**src/rtl/code_match_table.sv**
```systemverilog
// Programmable pattern/mask lookup table with registered code, hit flag,
// hit index and saturating hit/miss counters.
//
// Ports:
//   clk, rst_n        clock, async active-low reset
//   cfg_we/cfg_idx    table write strobe and target entry
//   cfg_valid         entry enable
//   cfg_pattern       compare pattern
//   cfg_mask          compare mask (1 = compare, 0 = don't care)
//   cfg_code          code returned on a match
//   in_valid/data_in  lookup request
//   cnt_clr           synchronous clear of both counters
//   out_valid         qualifies data_out/hit/hit_idx
//   data_out          matched code or DEFAULT_CODE on a miss
//   hit/hit_idx       match flag and winning entry (0 on a miss)
//   hit_cnt/miss_cnt  saturating lookup statistics
module code_match_table #(
  parameter int DATA_W = 6,
  parameter int OUT_W = 3,
  parameter int ENTRIES = 8,
  parameter int IDX_W = $clog2(ENTRIES),
  parameter logic [OUT_W-1:0] DEFAULT_CODE = '0,
  parameter int CNT_W = 8
) (
  input  logic              clk,
  input  logic              rst_n,
  input  logic              cfg_we,
  input  logic [IDX_W-1:0]  cfg_idx,
  input  logic              cfg_valid,
  input  logic [DATA_W-1:0] cfg_pattern,
  input  logic [DATA_W-1:0] cfg_mask,
  input  logic [OUT_W-1:0]  cfg_code,
  input  logic              in_valid,
  input  logic [DATA_W-1:0] data_in,
  input  logic              cnt_clr,
  output logic              out_valid,
  output logic [OUT_W-1:0]  data_out,
  output logic              hit,
  output logic [IDX_W-1:0]  hit_idx,
  output logic [CNT_W-1:0]  hit_cnt,
  output logic [CNT_W-1:0]  miss_cnt
);

  logic [ENTRIES-1:0] tbl_valid;
  logic [DATA_W-1:0]  tbl_pattern [ENTRIES];
  logic [DATA_W-1:0]  tbl_mask    [ENTRIES];
  logic [OUT_W-1:0]   tbl_code    [ENTRIES];

  logic               match_any;
  logic [IDX_W-1:0]   match_idx;
  logic [OUT_W-1:0]   match_code;

  // Scan from the top down so the lowest matching index is the
  // last assignment and therefore wins.
  always_comb begin
    match_any  = 1'b0;
    match_idx  = '0;
    match_code = DEFAULT_CODE;
    for (int i = ENTRIES - 1; i >= 0; i--) begin
      if (tbl_valid[i] &&
          (((data_in ^ tbl_pattern[i]) & tbl_mask[i]) == '0)) begin
        match_any  = 1'b1;
        match_idx  = IDX_W'(i);
        match_code = tbl_code[i];
      end
    end
  end

  // Only indices that exist are decoded, so an out-of-range
  // cfg_idx leaves the table untouched.
  always_ff @(posedge clk or negedge rst_n) begin
    if (!rst_n) begin
      tbl_valid <= '0;
      for (int i = 0; i < ENTRIES; i++) begin
        tbl_pattern[i] <= '0;
        tbl_mask[i]    <= '0;
        tbl_code[i]    <= '0;
      end
    end else begin
      for (int i = 0; i < ENTRIES; i++) begin
        if (cfg_we && (cfg_idx == IDX_W'(i))) begin
          tbl_valid[i]   <= cfg_valid;
          tbl_pattern[i] <= cfg_pattern;
          tbl_mask[i]    <= cfg_mask;
          tbl_code[i]    <= cfg_code;
        end
      end
    end
  end

  always_ff @(posedge clk or negedge rst_n) begin
    if (!rst_n) begin
      out_valid <= 1'b0;
      data_out  <= DEFAULT_CODE;
      hit       <= 1'b0;
      hit_idx   <= '0;
    end else begin
      out_valid <= in_valid;
      if (in_valid) begin
        data_out <= match_code;
        hit      <= match_any;
        hit_idx  <= match_idx;
      end
    end
  end

  always_ff @(posedge clk or negedge rst_n) begin
    if (!rst_n) begin
      hit_cnt  <= '0;
      miss_cnt <= '0;
    end else begin
      unique case (1'b1)
        cnt_clr: begin
          hit_cnt  <= '0;
          miss_cnt <= '0;
        end
        (!cnt_clr && in_valid && match_any): begin
          if (hit_cnt != '1) hit_cnt <= hit_cnt + CNT_W'(1);
        end
        (!cnt_clr && in_valid && !match_any): begin
          if (miss_cnt != '1) miss_cnt <= miss_cnt + CNT_W'(1);
        end
        default: ;
      endcase
    end
  end

endmodule

```
**config.mk**
```make
export PLATFORM = sky130hd
export DESIGN_NAME = code_match_table
export DESIGN_NICKNAME = d
export VERILOG_FILES = /design/src/rtl/code_match_table.sv
export SDC_FILE = /design/constraint.sdc
export NUM_CORES = 1
export LEC_CHECK = 0
export CORE_UTILIZATION = 60
export CTS_BUF_LIST = sky130_fd_sc_hd__clkbuf_4
export CTS_CLUSTER_DIAMETER = 30
export DETAILED_ROUTE_END_ITERATION = 6
export PLACE_DENSITY = 0.9
export SETUP_SLACK_MARGIN = 0.3
export SYNTH_ARGS = -nofsm -noshare
export SYNTH_HDL_FRONTEND = slang
export SYNTH_SLANG_ARGS = --single-unit
```
**constraint.sdc**
```tcl
create_clock -name clk -period 2.5 [get_ports clk]
set_input_delay 0.25 -clock clk [delete_from_list [all_inputs] [get_ports clk]]
set_output_delay 0.25 -clock clk [all_outputs]
set_load 0.02 [all_outputs]
```
==> results by group <==
Run status
  – Outcome: completed

Finish
  – Final non-filler cell total: 771
  – Area Overhead vs Synth: 19.59%
  – Layout cells sized above 1: 35.66%
  – Final Util: 74.77%
  – Post-route cell area: 0.008248 mm^2
  – Final nets: 650
  – Diodes inserted: 0

Synth
  – Syn nets: 558
  – Sequential-to-total area share from yosys stat: 55.15%
  – Post-synth EDFFs: 0
  – Synth Register Bits: 152
  – Syn Inst Count: 526
  – Top cell type's share of synthesized area: 55.15%
  – Async SR Flop Fraction: 100.0%
  – Area leader, netlist: dfrtp_1
  – Mean Syn Cell Area: 13.11 um^2
  – Post-Syn Area: 0.006897 mm^2
  – Synth Flop Type: dfrtp_1
  – Syn. warnings: 0
  – Synth cell types: 47
  – Top cells by area, synth: dfrtp_1 55%, mux2_2 21%, xor2_1 6.2%

Routing
  – DR vias: 4708
  – Initial DRT Pass Iterations: 5
  – Wire per inst: 20.73 um
  – Drt first-iter violations: 361
  – Final ANT Viol Nets: 0
  – Routed WL: 15980 um
  – Via/cell ratio: 6.106
  – Drt drc: 0

Worst setup path
  – WP data arrival: 2780 ps
  – FF-to-FF setup slack: 210 ps
  – Worst Setup SP: tbl_pattern[9]
  – Worst-path fanout max: 5
  – Critical path type: reg2reg
  – Critical R2R Launch: tbl_pattern[9]
  – Worst path slowest cell: a222oi_1
  – Reg2reg path depth: 8
  – Crit start category: flip-flop
  – Worst setup EP type: flip-flop
  – Crit Reg-Reg Endpoint: hit_cnt[4]
  – Required time worst endpoint: 2990 ps
  – Largest stage delay, worst path: 430 ps
  – Crit-path cells: xor2_1 -> a222oi_1 -> and4_1 -> nand4bb_2 -> o211ai_4 -> buf_4 -> or3_1 -> a21oi_1

Clocking
  – Clock sink count: 152
  – Reg clk slew, reported paths: 120 ps
  – Clock root buffer: clkbuf_4
  – H-tree depth: 4
  – Total CTS buffers: 17
  – Clk_lat worst skew: 560 ps
  – Clock tree from TritonCTS: done
  – Clock Tree Buf Depth: 2

Global routing
  – Initial antenna violation count: 0
  – Remaining global-route overflow: 0
  – Tot GR Track Use: 28.91%
  – Vias in the first global route: 4846
  – Largest net degree at the start of global routing: 73
  – First-pass GRT wire length: 25040 um

Floorplanning
  – Initial Util: 62.52%
  – Core Region: 0.01103 mm^2
  – I/O Pins: 54
  – DIE WIDTH: 109.2 um
  – Placement row count: 38
  – Die Y: 109.2 um
  – Total die area: 0.01193 mm^2

Place
  – Post-Place Worst Slack: -483.7 ps
  – Cell area after placement: 0.007784 mm^2
  – Placed Cells: 732
  – PortBufs: 53
  – Gp weighted congestion: 0.8462
  – Detail Placement HPWL: 10980 um

STA
  – Worst Tran Pin Value: 720.7 ps
  – Final Hold Viols: 0
  – Max Freq: 0.4372 GHz
  – Slew Limit Fails: 0
  – Max_slew headroom: 51.80%
  – Setup ws final: 212.6 ps
  – Tcrit/Tclk final: 91.49%
  – Setup Skew: 14.82 ps
  – Final worst path period need: 2287 ps
  – Final setup vio count: 0
  – RSZ-0062 raised after global routing: true

Power
  – PD cells: 842.5 mW/mm^2
  – Worst IR Drop VDD: 0.6510 mV
  – LEAKAGE: 3.560 nW

Worst hold path
  – HP Class: in2async

Job
  – Max-Cap Viols: 0
per-layer routing:
| layer | vias up | routed length [um] | track usage, % |
|---|---|---|---|
| met4 | 0 | 403 | 11.81 |
| met3 | 37 | 637 | 6.157 |
| met5 | - | 0 | 0 |
| met1 | 2437 | 6562 | 34.73 |
| met2 | 136 | 8376 | 50.49 |
| li1 | 2098 | - | - |
sequential cells by signal, indices dropped and copies added (netlist names):
| name | cells |
|---|---|
| tbl_mask | 48 |
| out_valid | 1 |
| tbl_valid | 8 |
| data_out | 3 |
| tbl_code | 24 |
| hit_idx | 3 |
| miss_cnt | 8 |
| hit | 1 |
| tbl_pattern | 48 |
| hit_cnt | 8 |
synthesized netlist by cell type, types with 4 or more instances:
cell type  count
a211oi_1       6
a21oi_1        8
a222oi_1       8
a22oi_1        8
and3_1         4
buf_2          4
clkbuf_1      16
dfrtp_1      152
inv_1          6
mux2_2       127
mux2i_1        5
nand2_1       18
nand3_1       17
nand4_1        7
nor2_1        17
nor3_1         4
o21ai_0       10
o22ai_1        4
xnor2_1        5
xor2_1        49
cell usage in the layout, fill, tap and decap left out, types with 3 or more instances in the layout:
cell type        instances
dfrtp_1                152
mux2_2                 127
clkdlybuf4s50_1         51
xor2_1                  49
buf_4                   41
nand2_1                 18
nor2_1                  17
clkbuf_4                17
nand3_1                 16
o21ai_0                  9
a222oi_1                 8
a22oi_1                  7
nand4_1                  7
a21oi_1                  7
inv_1                    6
mux2i_1                  5
xnor2_1                  5
clkinv_1                 5
and3_1                   4
o22ai_1                  4
bufinv_16                4
nor2b_1                  3
nand2b_1                 3
nand4b_1                 3
o211ai_1                 3
a211oi_2                 3
a211oi_1                 3
clkinvlp_4               3
buf_6                    3
cell type report:
class | instances | area, um^2
tap | 140 | 175.2
inverter | 6 | 22.52
clock inverter | 15 | 183.9
timing repair buffer | 98 | 875.8
sequential | 152 | 3804
fill | 676 | 2783
clock buffer | 17 | 127.6
multi-input combinational | 343 | 3059
report_power, final:
part | total, W | switching, W | internal [W]
Sequential | 0.00334 | 0.000354 | 0.00298
Combinational | 0.00199 | 0.000969 | 0.00102
Clock | 0.00162 | 0.000844 | 0.000776
how the worst max path moves through the flow:
stage             endpoint  slack [ps]  cells past startpoint
3_3_place_gp   miss_cnt[5]        -420                      9
5_1_grt         hit_cnt[4]          80                      8
6_report        hit_cnt[4]         210                      8
2_1_floorplan   hit_cnt[7]         330                     10
4_1_cts         hit_cnt[5]         300                      7
3_5_place_dp   miss_cnt[5]        -480                      9
cells by family after synthesis:
family	Yosys count	share of synthesized area, %
buffers and inverters	31	2.141
AND/OR/NAND/NOR	97	7.874
flip-flops	152	55.15
AO/OA/AOI/OAI	58	6.150
adder cells (fa/ha/maj)	2	0.3628
XOR/XNOR	54	6.858
multiplexers	132	21.46
stage by stage:
stage | hold WS [ps] | power (W) | TNS, ps
2_1_floorplan | -45.59 | 0.004448 | 0
3_3_place_gp | 300.7 | 0.005059 | -6064
3_5_place_dp | 307.1 | 0.005194 | -7655
4_1_cts | 243.5 | 0.006887 | 0
5_1_grt | 305.1 | 0.007283 | 0
6_report | 256.7 | 0.006949 | 0
critical path, delay by kind of cell (launching register included):
kind | cells | cell delay, ps
DFF | 1 | 410
buffers and inverters | 1 | 170
AOI/OAI and AO/OA | 3 | 680
and+or+nand+nor | 3 | 800
xor gates and xnor gates | 1 | 140
what timing repair did:
action | CTS | global route
buffers inserted | 2 | 3
cloned | 0 | 1
resized for setup | 12 | 11
pin swaps | 10 | 11
setup endpoints to repair | 17 | 16
hold buffers | 1 | 0
hold endpoints to repair | 67 | 0
No activity file was read; power rests on OpenSTA's default activity.
